$ cat config.mk
export PLATFORM = sky130hd
export DESIGN_NAME = ledpwm_fta64_flat
export DESIGN_NICKNAME = d
export VERILOG_FILES = /design/src/rtl/ledpwm_fta64_if.sv /design/src/rtl/ledpwm_fta64.sv /design/src/flat_wrapper.sv
export SDC_FILE = /design/constraint.sdc
export NUM_CORES = 1
export LEC_CHECK = 0
export ABC_AREA = 0
export CAP_MARGIN = 20
export CORE_ASPECT_RATIO = 1.4
export CORE_MARGIN = 4
export CORE_UTILIZATION = 51
export DETAILED_ROUTE_END_ITERATION = 10
export PLACE_DENSITY = 0.8
export SLEW_MARGIN = 20
export SYNTH_ARGS = -nofsm -noshare
export SYNTH_HDL_FRONTEND = slang
export SYNTH_SLANG_ARGS = --single-unit
$ cat constraint.sdc
create_clock -name clk -period 9.65 [get_ports clk]
set_input_delay 1.93 -clock clk [delete_from_list [all_inputs] [get_ports clk]]
set_output_delay 1.93 -clock clk [all_outputs]
set_load 0.01 [all_outputs]
$ cat src/rtl/ledpwm_fta64_if.sv
// FTA 64-bit command bus types and the slave-select/request/response bundle
// used by the LED PWM port.
package fta_bus_pkg;

    localparam logic [2:0] CTI_CLASSIC = 3'b000;
    localparam logic [2:0] CTI_ERC     = 3'b111;

    typedef struct packed {
        logic [3:0]  cid;
        logic [7:0]  tid;
        logic        we;
        logic [2:0]  cti;
        logic [31:0] padr;
        logic [63:0] dat;
    } fta_cmd_request64_t;

    typedef struct packed {
        logic [3:0]  cid;
        logic [7:0]  tid;
        logic [3:0]  pri;
        logic        ack;
        logic        err;
        logic        rty;
        logic [31:0] adr;
        logic [63:0] dat;
    } fta_cmd_response64_t;

endpackage

interface ledpwm_fta64_if;
    import fta_bus_pkg::*;

    logic                cs;
    fta_cmd_request64_t  req;
    fta_cmd_response64_t resp;

    modport master (output cs, output req, input  resp);
    modport slave  (input  cs, input  req, output resp);
endinterface

$ cat src/rtl/ledpwm_fta64.sv
// Up to 16 LED outputs, each static, PWM-dimmed, blinking or both, with all
// control registers readable over the 64-bit FTA bus.
module ledpwm_fta64
    import fta_bus_pkg::*;
#(
    parameter int          NLED      = 8,
    parameter int          PRESCALE  = 64,
    parameter logic [15:0] BLINK_RST = 16'd256
) (
    input  logic            clk,
    input  logic            rst,
    ledpwm_fta64_if.slave   bus,
    output logic [NLED-1:0] led
);

    // A prescale of 1 still needs a one-bit counter; it simply never leaves 0.
    localparam int            PW      = (PRESCALE > 1) ? $clog2(PRESCALE) : 1;
    localparam logic [PW-1:0] PRE_MAX = PW'(PRESCALE - 1);

    typedef enum logic [2:0] {
        REG_OUT    = 3'd0,
        REG_MODE   = 3'd1,
        REG_DUTY0  = 3'd2,
        REG_DUTY1  = 3'd3,
        REG_BLINK  = 3'd4,
        REG_STATUS = 3'd5,
        REG_RSV6   = 3'd6,
        REG_RSV7   = 3'd7
    } reg_sel_t;

    reg_sel_t        sel;
    logic            wr;
    logic            rd;
    logic            tick;
    logic            frame;
    logic [PW-1:0]   pre_cnt;
    logic [7:0]      pwm_cnt;
    logic [15:0]     blink_cnt;
    logic            phase;
    logic [NLED-1:0] out_reg;
    logic [2*NLED-1:0] mode;
    logic [7:0]      duty [NLED];
    logic [15:0]     blink;
    logic [NLED-1:0] pwm_on;
    logic [NLED-1:0] lit;
    logic [63:0]     rdata;

    assign sel   = reg_sel_t'(bus.req.padr[5:3]);
    assign wr    = bus.cs && bus.req.we;
    assign rd    = bus.cs && !bus.req.we;
    assign tick  = (pre_cnt == PRE_MAX);
    assign frame = tick && (pwm_cnt == 8'hFF);

    always_ff @(posedge clk or posedge rst) begin
        if (rst) begin
            pre_cnt <= '0;
            pwm_cnt <= 8'd0;
        end else begin
            pre_cnt <= tick ? '0 : pre_cnt + 1'b1;
            if (tick)
                pwm_cnt <= pwm_cnt + 8'd1;
        end
    end

    // A BLINK write restarts the half-period even if a frame lands on the same edge.
    always_ff @(posedge clk or posedge rst) begin
        if (rst) begin
            blink_cnt <= 16'd0;
            phase     <= 1'b1;
        end else if (wr && sel == REG_BLINK) begin
            blink_cnt <= 16'd0;
            phase     <= 1'b1;
        end else if (blink == 16'd0) begin
            blink_cnt <= 16'd0;
            phase     <= 1'b1;
        end else if (frame) begin
            if (blink_cnt == blink - 16'd1) begin
                blink_cnt <= 16'd0;
                phase     <= ~phase;
            end else begin
                blink_cnt <= blink_cnt + 16'd1;
            end
        end
    end

    always_ff @(posedge clk or posedge rst) begin
        if (rst) begin
            out_reg <= '0;
            mode    <= '0;
            blink   <= BLINK_RST;
            for (int i = 0; i < NLED; i++)
                duty[i] <= 8'd0;
        end else if (wr) begin
            case (sel)
                REG_OUT:   out_reg <= bus.req.dat[NLED-1:0];
                REG_MODE:  mode    <= bus.req.dat[2*NLED-1:0];
                REG_DUTY0: for (int i = 0; i < NLED; i++)
                               if (i < 8) duty[i] <= bus.req.dat[8*(i%8) +: 8];
                REG_DUTY1: for (int i = 0; i < NLED; i++)
                               if (i >= 8) duty[i] <= bus.req.dat[8*(i%8) +: 8];
                REG_BLINK: blink   <= bus.req.dat[15:0];
                default:   ;
            endcase
        end
    end

    always_comb begin
        rdata = '0;
        case (sel)
            REG_OUT:    rdata[NLED-1:0]   = out_reg;
            REG_MODE:   rdata[2*NLED-1:0] = mode;
            REG_DUTY0:  for (int i = 0; i < NLED; i++)
                            if (i < 8) rdata[8*(i%8) +: 8] = duty[i];
            REG_DUTY1:  for (int i = 0; i < NLED; i++)
                            if (i >= 8) rdata[8*(i%8) +: 8] = duty[i];
            REG_BLINK:  rdata[15:0] = blink;
            REG_STATUS: begin
                rdata[7:0]   = pwm_cnt;
                rdata[8]     = phase;
                rdata[31:16] = blink_cnt;
            end
            default:    ;
        endcase
    end

    // Mode bit 0 gates with the PWM comparator, mode bit 1 with the blink phase.
    always_comb begin
        pwm_on = '0;
        lit    = '0;
        for (int i = 0; i < NLED; i++) begin
            pwm_on[i] = (pwm_cnt < duty[i]);
            lit[i]    = out_reg[i] & (~mode[2*i] | pwm_on[i]) & (~mode[2*i+1] | phase);
        end
    end

    always_ff @(posedge clk or posedge rst) begin
        if (rst)
            led <= '0;
        else
            led <= lit;
    end

    always_ff @(posedge clk or posedge rst) begin
        if (rst) begin
            bus.resp <= '0;
        end else begin
            bus.resp.cid <= bus.req.cid;
            bus.resp.tid <= bus.req.tid;
            bus.resp.adr <= bus.req.padr;
            bus.resp.pri <= 4'd7;
            bus.resp.err <= 1'b0;
            bus.resp.rty <= 1'b0;
            bus.resp.ack <= bus.cs && (!bus.req.we || bus.req.cti == CTI_ERC);
            bus.resp.dat <= rd ? rdata : 64'd0;
        end
    end

endmodule

$ cat src/flat_wrapper.sv
// flat-port wrapper written by rule: the top's interface ports become plain ports
module ledpwm_fta64_flat import fta_bus_pkg::*;
#(
    parameter int          NLED      = 8,
    parameter int          PRESCALE  = 64,
    parameter logic [15:0] BLINK_RST = 16'd256
)
  (clk, rst, led, bus_cs, bus_req, bus_resp);
  ledpwm_fta64_if bus_i ();
  input  logic clk;
  input  logic rst;
  output logic [NLED-1:0] led;
  input wire logic [$bits(bus_i.cs)-1:0] bus_cs;
  input wire logic [$bits(bus_i.req)-1:0] bus_req;
  output wire logic [$bits(bus_i.resp)-1:0] bus_resp;
  assign bus_i.cs = bus_cs;
  assign bus_i.req = bus_req;
  assign bus_resp = bus_i.resp;
  ledpwm_fta64 #(.NLED(NLED), .PRESCALE(PRESCALE), .BLINK_RST(BLINK_RST)) u_core (.clk(clk), .rst(rst), .bus(bus_i), .led(led));
endmodule
==> metrics.md, run 1 <==
| Metric | Value |
|---|---|
| Initial core utilization | a little over half |
| EDFF count, synth | 0 |
| Hold Path End | u_core.pre_cnt[5] |
| Design area | 0.0146 sq mm |
| Clock Sinks | roughly 250 |
| Grt total ovfl | 0 |
| Largest register FFs | 110 |
| Max Cap Viol | 0 |
| Fmax | about 0.23 GHz |
| Ranking of synthesized cells by area | dfrtp_1, ha_1, mux2_2, o21ai_0, nand2_1 |
| Post-synth top cells | dfrtp_1, nand2_1, o21ai_0 |
| Launch point of the worst reg-to-reg path | u_core.blink[0] |
| Ys Warns | 0 |
| Cell Pwr Density | around 190 mW/mm^2 |
| Clock Tree Root | clkbuf_16 |
| Sequential Power Share | 47.4% |
| Buffers on Ports | approximately 230 |
| Biggest register | u_core.bus.resp |
| Final Critical Period | 4.31 ns |
| CP max FO | 56 |
| Leak | approximately 6.5 nW |
| #FFs+latches synth | 253 |
| CP Class | in2reg |
| Main synth FF type | dfrtp_1 |
| Vias in the first global route | ~8800 |
| Area of the mapped netlist | between 0.01 and 0.015 sq mm |
| Internal | 1.98 mW |
| Worst Hold Class | reg2reg |
| Logic gate share of total power | ~17% |
| Status | completed |
| Clock Path Buffers | 3 |
| Layout cell share with drive strength beyond 1 | about a tenth |
| Req. time, crit path | around 10 ns |
| Worst vdd ir | roughly 0.13 mV |
| Clk Latency, worst-skew pair | between 0.5 and 0.6 ns |
| Hold path startpoint | u_core.pre_cnt[5] |
| Total power | ~2.7 mW |
| Layout area overhead | 30.3% |
| DRC viols | 0 |
| Placeable Area | 0.0214 sq mm |
| Final period util | between 40 and 50% |
| Final Max Tran Viols | 0 |
| Worst r2r path cells | 9 |
| # rows | 63 |
| Post-route non-filler standard cell count | about 1500 |
| WL/cell | 20.2 um |
| Unique masters post-synth | 52 |
| Die ar. | 0.0245 sq mm |
| Htree depth | 1 |
| Via density | between 5 and 6 |
| Io pins | ~240 |
| Syn Inst Count | slightly above 1000 |
| Most numerous cell in the Yosys netlist | dfrtp_1 |
| Slew HR | between 40% and 50% |
| Share of the synthesized area in the top cell type | ~56% |
| Nets | ~1400 |
| Clock Power Share | a little over a third |
| Mean post-synth cell area | ~11 sq um |
| Worst hold path depth | 1 |
| Total CTS buffers | 24 |
| Global-route usage over all layers | 25.4% |
| Routed Antenna Nets | 0 |
| Clk slew on worst S/H paths | 0.07 ns |
| Sw Ratio | between 20 and 30% |
| Worst flop-to-flop path endpoint | u_core.phase |
| Setup bufs post-CTS | 0 |
| RSZ-0062 raised after global routing | no |
| DIE WIDTH | around 130 um |
| TritonCTS clock tree | done |
| Registers with the most flip-flops | u_core.bus.resp (110), u_core.duty (64) |
| Tightest Pin Transition | 0.793 ns |
| Dominant cell type by area after synthesis | dfrtp_1 |
| TNS Setup | 0 ns |
| Dpl cell area | roughly 0.014 sq mm |
| P_sw | 0.753 mW |
| Hold Buf Count CTS | 0 |
| Cell total after placement | about 1500 |
| Final hold viol count | 0 |
| Final setup fails | 0 |
| Final RePlAce weighted congestion | 0.945 |
| Startpoint types | input port |
| Die Y | 184 um |
| R2r setup slk | 6.37 ns |
| Setup skew after layout | between 0.015 and 0.02 ns |
| Pin count of the biggest net entering global routing | 90 |
| Initial DRC count | ~680 |
| Via count | between 8000 and 9000 |
| Placed wire-length estimate | ~22 mm |
| DRT Wirelength | 31.0 mm |
| Drt first pass iters | 5 |
| Crit end category | flip-flop |
| # resized after CTS | 0 |
| Initial antenna violation count | 2 |
| Post-synth ARST share | 100% |
| CP arrival | between 4 and 5 ns |
| First-pass GRT wire length | ~49 mm |
| Sequential share of the synthesized area | between 50% and 60% |
-- cells by family after synthesis --
logic type / synth area share, %
simple gates: 12.7
fa+ha+maj: 6.69
mux: 6.54
other cells: 0.0669
buf+inv: 4.18
xor+xnor: 3.04
compound gates: 10.3
flops: 56.4
-- power by group through the flow --
| stage | clock network, mW | logic, mW | registers, mW |
|---|---|---|---|
| 2_1_floorplan | 0 | 0.287 | 1.28 |
| 4_1_cts | 0.983 | 0.471 | 1.29 |
| 3_3_place_gp | 0 | 0.450 | 1.30 |
| 5_1_grt | 1.03 | 0.522 | 1.31 |
| 3_5_place_dp | 0 | 0.467 | 1.31 |
| 6_report | 0.969 | 0.468 | 1.29 |
-- critical path, cell delays in order --
cell             delay (ns)
clkdlybuf4s50_1        0.79
nor2_1                 0.41
nand2_2                0.46
nor2_4                 0.22
buf_4                  0.48
mux2_2                 0.40
-- layer usage --
layer	global-route usage, %	part of all wire (%)	wire length, um
met4	11.7	4.7	1470
met2	44.7	50	15500
met1	30.4	37	11600
met5	0	0	0
met3	4.60	7.6	2350
-- how the worst max path moves through the flow --
stage	from	endpoint	slack, ns	cells past startpoint
global placement	bus_req[69]	u_core.duty[32]	4.65	6
CTS	bus_req[69]	u_core.duty[48]	5.12	6
detailed placement	bus_req[69]	u_core.duty[40]	4.61	6
floorplan	rst	u_core.blink[0]	0.77	1
global route	bus_req[69]	u_core.duty[48]	5.17	6
finish	bus_req[69]	u_core.duty[48]	5.34	6
-- cell type report --
type                            count  area (sq um)
Sequential cell                   253          6330
Inverter                           62           240
Fill cell                        1557          6820
Clock buffer                       32           671
Timing Repair Buffer              244          2420
Clock inverter                     12           136
Tap cell                          292           365
Antenna cell                        1          2.50
Multi-Input combinational cell    638          4450
-- placed cells by master (no fill, tap or decap), types with 4 or more instances in the layout --
cell	n
a211oi_1	9
a21o_1	24
a21oi_1	20
a22oi_1	24
a31oi_1	13
and2_1	9
and4_1	4
buf_4	8
clkbuf_1	4
clkbuf_16	24
clkbuf_8	4
clkdlybuf4s50_1	234
clkinv_2	4
conb_1	4
dfrtp_1	251
ha_1	60
inv_1	61
mux2_2	48
mux4_2	7
nand2_1	81
nand2b_1	18
nand3_1	22
nand4_1	8
nor2_1	59
nor2b_1	12
nor3_1	52
nor4_1	7
o21ai_0	75
o21bai_1	9
xnor2_1	25
xor2_1	14
-- stage by stage --
step                setup slack (ns)  utilization, %  hold slack (ns)
floorplan                      0.767               -            0.445
global placement                4.65            64.4            0.464
detailed placement              4.61            64.4            0.468
CTS                             5.12            68.1            0.482
global route                    5.17            68.2            0.517
finish                          5.34            68.2            0.484
(Power assumes the default switching activity.)
==> run 2, diff against run 1 <==
==> constraint.sdc (replaced) <==
create_clock -name clk -period 4.25 [get_ports clk]
set_input_delay 0.85 -clock clk [delete_from_list [all_inputs] [get_ports clk]]
set_output_delay 0.85 -clock clk [all_outputs]
set_load 0.01 [all_outputs]
==> metrics.md, run 2 (same netlist as run 1, synthesis figures left out) <==
| Metric | Value |
|---|---|
| Commonest non-fill, non-tap cell in the layout | dfrtp_1 |
| Worst Hold Class | reg2reg |
| Initial DRC count | 510 (-24%) |
| TritonCTS clock tree | done |
| Total CTS buffers | 24 (unchanged) |
| Worst vdd ir | 0.361 mV (+180%) |
| Clk slew on worst S/H paths | 0.06 ns (about the same) |
| Slew HR | 44.5% (-2.6 points) |
| Final Critical Period | around 3.1 ns |
| CP arrival | 3.58 ns (-1.14 ns) |
| Tightest Pin Transition | 0.830 ns (+0.0377 ns) |
| Buffers on Ports | 234 (unchanged) |
| CP max FO | 14 (-75%) |
| Req. time, crit path | 4.70 ns (-5.36 ns) |
| Hold path startpoint | u_core.pre_cnt[4] |
| Io pins | 238 (unchanged) |
| Vias in the first global route | 8813 (+0.17%) |
| Critical Path Max Stage Delay | 0.65 ns (-0.14 ns) |
| Routed Antenna Nets | 0 (unchanged) |
| Global-route usage over all layers | 25.6% (+0.14 points) |
| Pin count of the biggest net entering global routing | 55 (-39%) |
| Die Y | 184 um (unchanged) |
| Filler Cells Inserted | 1556 (-0.064%) |
| Layout cell share with drive strength beyond 1 | 10.9% (+1.0 points) |
| Drt first pass iters | 5 (unchanged) |
| Total power | 6.28 mW (+130%) |
| Wire length on met1 | 11.8 mm (+1.9%) |
| Fmax | roughly 0.32 GHz |
| Via count | 8535 (-0.33%) |
| Layout area overhead | 32.0% |
| Final setup fails | 0 (unchanged) |
| CP Class | reg2reg |
| Placed wire-length estimate | 22.6 mm (+5.0%) |
| Final period util | between 70% and 80% |
| Max Cap Viol | 0 (unchanged) |
| Worst r2r path cells | 7 (-2) |
| DRC viols | 0 (unchanged) |
| Final Max Tran Viols | 0 (unchanged) |
| Clock Power Share | 36.0% (+0.5 points) |
| Via density | 5.52 (-1.1%) |
| Grt total ovfl | 0 (unchanged) |
| Clock Sinks | 253 (unchanged) |
| DIE WIDTH | 133 um (unchanged) |
| Max Used Layer | met4 |
| Sequential Power Share | 46.7% (-0.7 points) |
| Met2 wire length | 16.0 mm (+3.1%) |
| Clock Path Buffers | 3 (unchanged) |
| Startpoint types | flip-flop |
| # resized after CTS | 0 (unchanged) |
| WL/cell | 20.2 um (+0.13%) |
| Launch point of the worst reg-to-reg path | u_core.blink[0] |
| Setup bufs post-CTS | 0 (unchanged) |
| Most frequent cells in the layout | dfrtp_1, clkdlybuf4s50_1, nand2_1 |
| Crit end category | flip-flop |
| Final hold viol count | 0 (unchanged) |
| Slowest cell on the critical path | or4b_2 |
| Critical Path, Cell by Cell | nor4_1, nand4_1, or4b_2, o211ai_1, o2111ai_1, nor3_4, mux2i_1 |
| Final RePlAce weighted congestion | 0.911 (-3.7%) |
| Cell Pwr Density | 424 mW/mm^2 (+130%) |
| First-pass GRT wire length | 49.2 mm (+0.73%) |
| Internal | 4.61 mW (+130%) |
| Worst hold path depth | 1 (unchanged) |
| R2r setup slk | 1.12 ns (-5.25 ns) |
| Die ar. | 0.0245 sq mm (unchanged) |
| # rows | 63 (unchanged) |
| Logic gate share of total power | 17.3% (about the same) |
| TNS Setup | 0 ns (unchanged) |
| Worst flop-to-flop path endpoint | u_core.phase |
| DRT Wirelength | 31.2 mm (+0.91%) |
| Status | completed |
| Initial antenna violation count | 1 (-1) |
| Largest register FFs | 110 (unchanged) |
| Sw Ratio | 26.6% (-0.92 points) |
| Leak | 6.63 nW (+1.6%) |
| Biggest register | u_core.bus.resp |
| RSZ-0062 raised after global routing | no |
| Registers with the most flip-flops | u_core.bus.resp (110), u_core.duty (64) |
| Hold Buf Count CTS | 0 (unchanged) |
| WHS | 0.479 ns (-0.00489 ns) |
| Initial core utilization | 52.3% (unchanged) |
| Clk Latency, worst-skew pair | 0.53 ns (about the same) |
| Setup skew after layout | 0.0188 ns (+0.00120 ns) |
| Htree depth | 1 (unchanged) |
| P_sw | 1.67 mW (+120%) |
| Nets | 1412 (+1.0%) |
| Crit path from | u_core.blink[0] |
| Met3 routed WL | 2.22 mm (-5.5%) |
| Placeable Area | 0.0214 sq mm (unchanged) |
| Hold Path End | u_core.pre_cnt[4] |
| Design area | 0.0148 sq mm (+1.3%) |
| Dpl cell area | 0.0140 sq mm (+1.2%) |
| Clock Tree Root | clkbuf_16 |
-- run 2: worst max path at each step --
stage | to | slack, ns | depth (start not counted)
floorplan | u_core.blink[0] | 0.07 | 1
global placement | u_core.blink_cnt[15] | 0.88 | 8
detailed placement | u_core.blink_cnt[15] | 0.87 | 8
CTS | u_core.phase | 1.14 | 7
global route | u_core.phase | 0.95 | 10
finish | u_core.phase | 1.12 | 7
-- run 2: layout make-up --
class / count / area, sq um / area share, %
Timing Repair Buffer: 258 / 2580 / 17.5
Clock inverter: 13 / 181 / 1.22
Multi-Input combinational cell: 638 / 4450 / 30.0
Sequential cell: 253 / 6330 / 42.8
Tap cell: 292 / 365 / 2.47
Inverter: 62 / 236 / 1.60
Antenna cell: 1 / 2.50 / 0.0169
Clock buffer: 29 / 659 / 4.45
-- run 2: routing by layer --
| layer | track usage, % | vias to the layer above |
|---|---|---|
| li1 | - | 3927 |
| met1 | 31.4 | 4192 |
| met2 | 45.5 | 348 |
| met3 | 4.30 | 68 |
| met4 | 9.39 | 0 |
| met5 | 0 | - |
-- run 2: stage by stage --
step / setup slack [ns] / util [%] / std cells
after floorplan: 0.0720 / - / 1008
after global placement: 0.877 / 65.1 / 1503
after detailed placement: 0.869 / 65.1 / 1503
after CTS: 1.14 / 69.1 / 1545
after global routing: 0.945 / 69.1 / 1546
final: 1.12 / 69.1 / 1546
-- run 2: power by group through the flow --
stage / logic, mW / registers [mW] / clock network (mW)
2_1_floorplan: 0.652 / 2.91 / 0
3_3_place_gp: 1.04 / 2.96 / 0
3_5_place_dp: 1.08 / 2.97 / 0
4_1_cts: 1.09 / 2.93 / 2.29
5_1_grt: 1.20 / 2.97 / 2.40
6_report: 1.08 / 2.93 / 2.26
-- run 2: worst max-delay path, delay by kind of cell (launching register included) --
kind	cells	cell delay [ns]
AOI/OAI and AO/OA	2	0.36
and+or+nand+nor	4	1.98
muxes	1	0.25
DFF	1	0.47
==> run 3, diff against run 2 <==
==> constraint.sdc (replaced) <==
create_clock -name clk -period 2.93 [get_ports clk]
set_input_delay 0.586 -clock clk [delete_from_list [all_inputs] [get_ports clk]]
set_output_delay 0.586 -clock clk [all_outputs]
set_load 0.01 [all_outputs]
==> metrics.md, run 3 (same netlist as run 1, synthesis figures left out) <==
| Metric | Value |
|---|---|
| Design area | 0.0149 sq mm (+0.62%) |
| Filler Cells Inserted | 1531 (-1.6%) |
| Seq. cell area | 0.00633 sq mm (unchanged) |
| Clock Path Buffers | 3 (unchanged) |
| Final period util | 93.2% (+19 points) |
| Crit end category | flip-flop |
| Initial core utilization | 52.3% (unchanged) |
| CP Class | reg2reg |
| Req. time, crit path | 3.38 ns (-1.32 ns) |
| Final setup fails | 0 (unchanged) |
| R2r setup slk | 0.20 ns (-0.91 ns) |
| Layout cell share with drive strength beyond 1 | 12.0% (+1.1 points) |
| Most frequent cells in the layout | dfrtp_1, clkdlybuf4s50_1, nand2_1 |
| Cell total after placement | 1519 (+1.1%) |
| TritonCTS clock tree | done |
| Sw Ratio | 27.5% (+0.82 points) |
| Clk slew on worst S/H paths | 0.06 ns (about the same) |
| DIE WIDTH | 133 um (unchanged) |
| Final RePlAce weighted congestion | 0.981 (+7.7%) |
| Final hold viol count | 0 (unchanged) |
| DRT Wirelength | 31.8 mm (+1.9%) |
| Worst r2r path cells | 7 (unchanged) |
| Placeable Area | 0.0214 sq mm (unchanged) |
| Initial antenna violation count | 2 (+1) |
| Clock Sinks | 253 (unchanged) |
| Via count | 8700 (+1.9%) |
| # rows | 63 (unchanged) |
| Pin count of the biggest net entering global routing | 68 (+24%) |
| Sequential Power Share | 47.6% (+0.9 points) |
| CP max FO | 6 (-8) |
| Global-route usage over all layers | 26.0% (+0.40 points) |
| Worst Hold Class | in2async |
| Io pins | 238 (unchanged) |
| Via density | 5.56 (+0.76%) |
| Routed Antenna Nets | 0 (unchanged) |
| Tightest Pin Transition | 0.697 ns (-0.133 ns) |
| Hold Buf Count CTS | 0 (unchanged) |
| Worst flop-to-flop path endpoint | u_core.phase |
| DRC viols | 0 (unchanged) |
| Vias in the first global route | 9098 (+3.2%) |
| Internal | 6.51 mW (+41%) |
| Finished Core Util | 69.5% (+0.43 points) |
| Die Y | 184 um (unchanged) |
| TNS Setup | 0 ns (unchanged) |
| Clock Tree Root | clkbuf_16 |
| CP arrival | 3.18 ns (-0.40 ns) |
| Setup bufs post-CTS | 0 (unchanged) |
| Logic gate share of total power | 17.6% (+0.3 points) |
| Slew HR | 53.4% (+8.9 points) |
| Status | completed |
| Final Critical Period | 2.73 ns (-0.405 ns) |
| First-pass GRT wire length | 49.7 mm (+0.95%) |
| Biggest register | u_core.bus.resp |
| Total CTS buffers | 24 (unchanged) |
| Max Cap Viol | 0 (unchanged) |
| Largest register FFs | 110 (unchanged) |
| Multi-input logic area | 0.00445 sq mm (unchanged) |
| Clock Power Share | 34.8% (-1.2 points) |
| Clk Latency, worst-skew pair | 0.53 ns (about the same) |
| Initial DRC count | 486 (-4.7%) |
| Grt total ovfl | 0 (unchanged) |
| Htree depth | 1 (unchanged) |
| Buffers on Ports | 234 (unchanged) |
| Die ar. | 0.0245 sq mm (unchanged) |
| Crit path from | u_core.blink[0] |
| Drt first pass iters | 5 (unchanged) |
| Total power | 8.97 mW (+43%) |
| Setup skew after layout | 0.0103 ns (-0.00849 ns) |
| P_sw | 2.46 mW (+47%) |
| Nets | 1428 (+1.1%) |
| WL/cell | 20.3 um (+0.72%) |
| Commonest non-fill, non-tap cell in the layout | dfrtp_1 |
| Dpl cell area | 0.0141 sq mm (+0.95%) |
| Startpoint types | flip-flop |
| Dpl ws | 0.0706 ns (-0.799 ns) |
| Worst vdd ir | 0.501 mV (+39%) |
| Cell Pwr Density | 602 mW/mm^2 (+42%) |
| Leak | 6.69 nW (+0.92%) |
| Registers with the most flip-flops | u_core.bus.resp (110), u_core.duty (64) |
| # resized after CTS | 0 (unchanged) |
| Placed wire-length estimate | 23.1 mm (+2.4%) |
| Fmax | 0.366 GHz (+15%) |
| WHS | 0.379 ns (-0.100 ns) |
| Launch point of the worst reg-to-reg path | u_core.blink[0] |
| RSZ-0062 raised after global routing | no |
| Post-route non-filler standard cell count | 1564 (+1.2%) |
| Final Max Tran Viols | 0 (unchanged) |
| Layout area overhead | 32.8% |
| PnR worst setup slack | 0.200 ns (-0.915 ns) |
## run 3: cell types whose count changed in the layout (fill, tap and decap cells not counted), sizes merged
cell	previous run	this run
bufinv	4	2
buf	24	40
clkinvlp	3	4
clkbuf	29	30
clkinv	7	9
## run 3: worst max path at each step
stage	end	slack, ns	depth (start not counted)
floorplan	u_core.blink[0]	-0.98	1
global placement	u_core.blink_cnt[6]	0.13	9
detailed placement	u_core.blink_cnt[6]	0.07	9
CTS	u_core.phase	0.18	7
global route	u_core.phase	0.02	11
finish	u_core.phase	0.20	7
## run 3: power by group through the flow
stage | combinational (mW) | clock (mW) | sequential [mW]
after floorplan | 0.946 | 0 | 4.23
after global placement | 1.52 | 0 | 4.30
after detailed placement | 1.57 | 0 | 4.32
after CTS | 1.59 | 3.18 | 4.26
after global routing | 1.75 | 3.33 | 4.31
final | 1.58 | 3.13 | 4.27
## run 3: worst max-delay path, cell delays in order, from the launching register on
cell and delay [ns]:
dfrtp_1 0.46, or4_4 0.57, or3_1 0.37, a2111oi_2 0.45, o2111ai_1 0.26, nor3_4 0.18, buf_4 0.17, mux2i_1 0.19
## run 3: area by class of cell
cell class | count | area share [%]
timing repair buffer | 274 | 18.2
antenna | 1 | 0.0168
multi-input combinational | 638 | 29.8
tap | 292 | 2.45
inverter | 62 | 1.59
sequential | 253 | 42.5
clock inverter | 14 | 0.982
clock buffer | 30 | 4.38
## run 3: metal layers
layer  global-route usage (%)  wire, um  part of all wire, %  vias to the layer above
met1                     30.7     12000                   38                     4309
met4                     10.9      1380                  4.3                        2
met5                        0        12                0.038                        -
met2                     46.8     16400                   52                      354
li1                         -         -                    -                     3958
met3                     4.44      2020                  6.4                       77
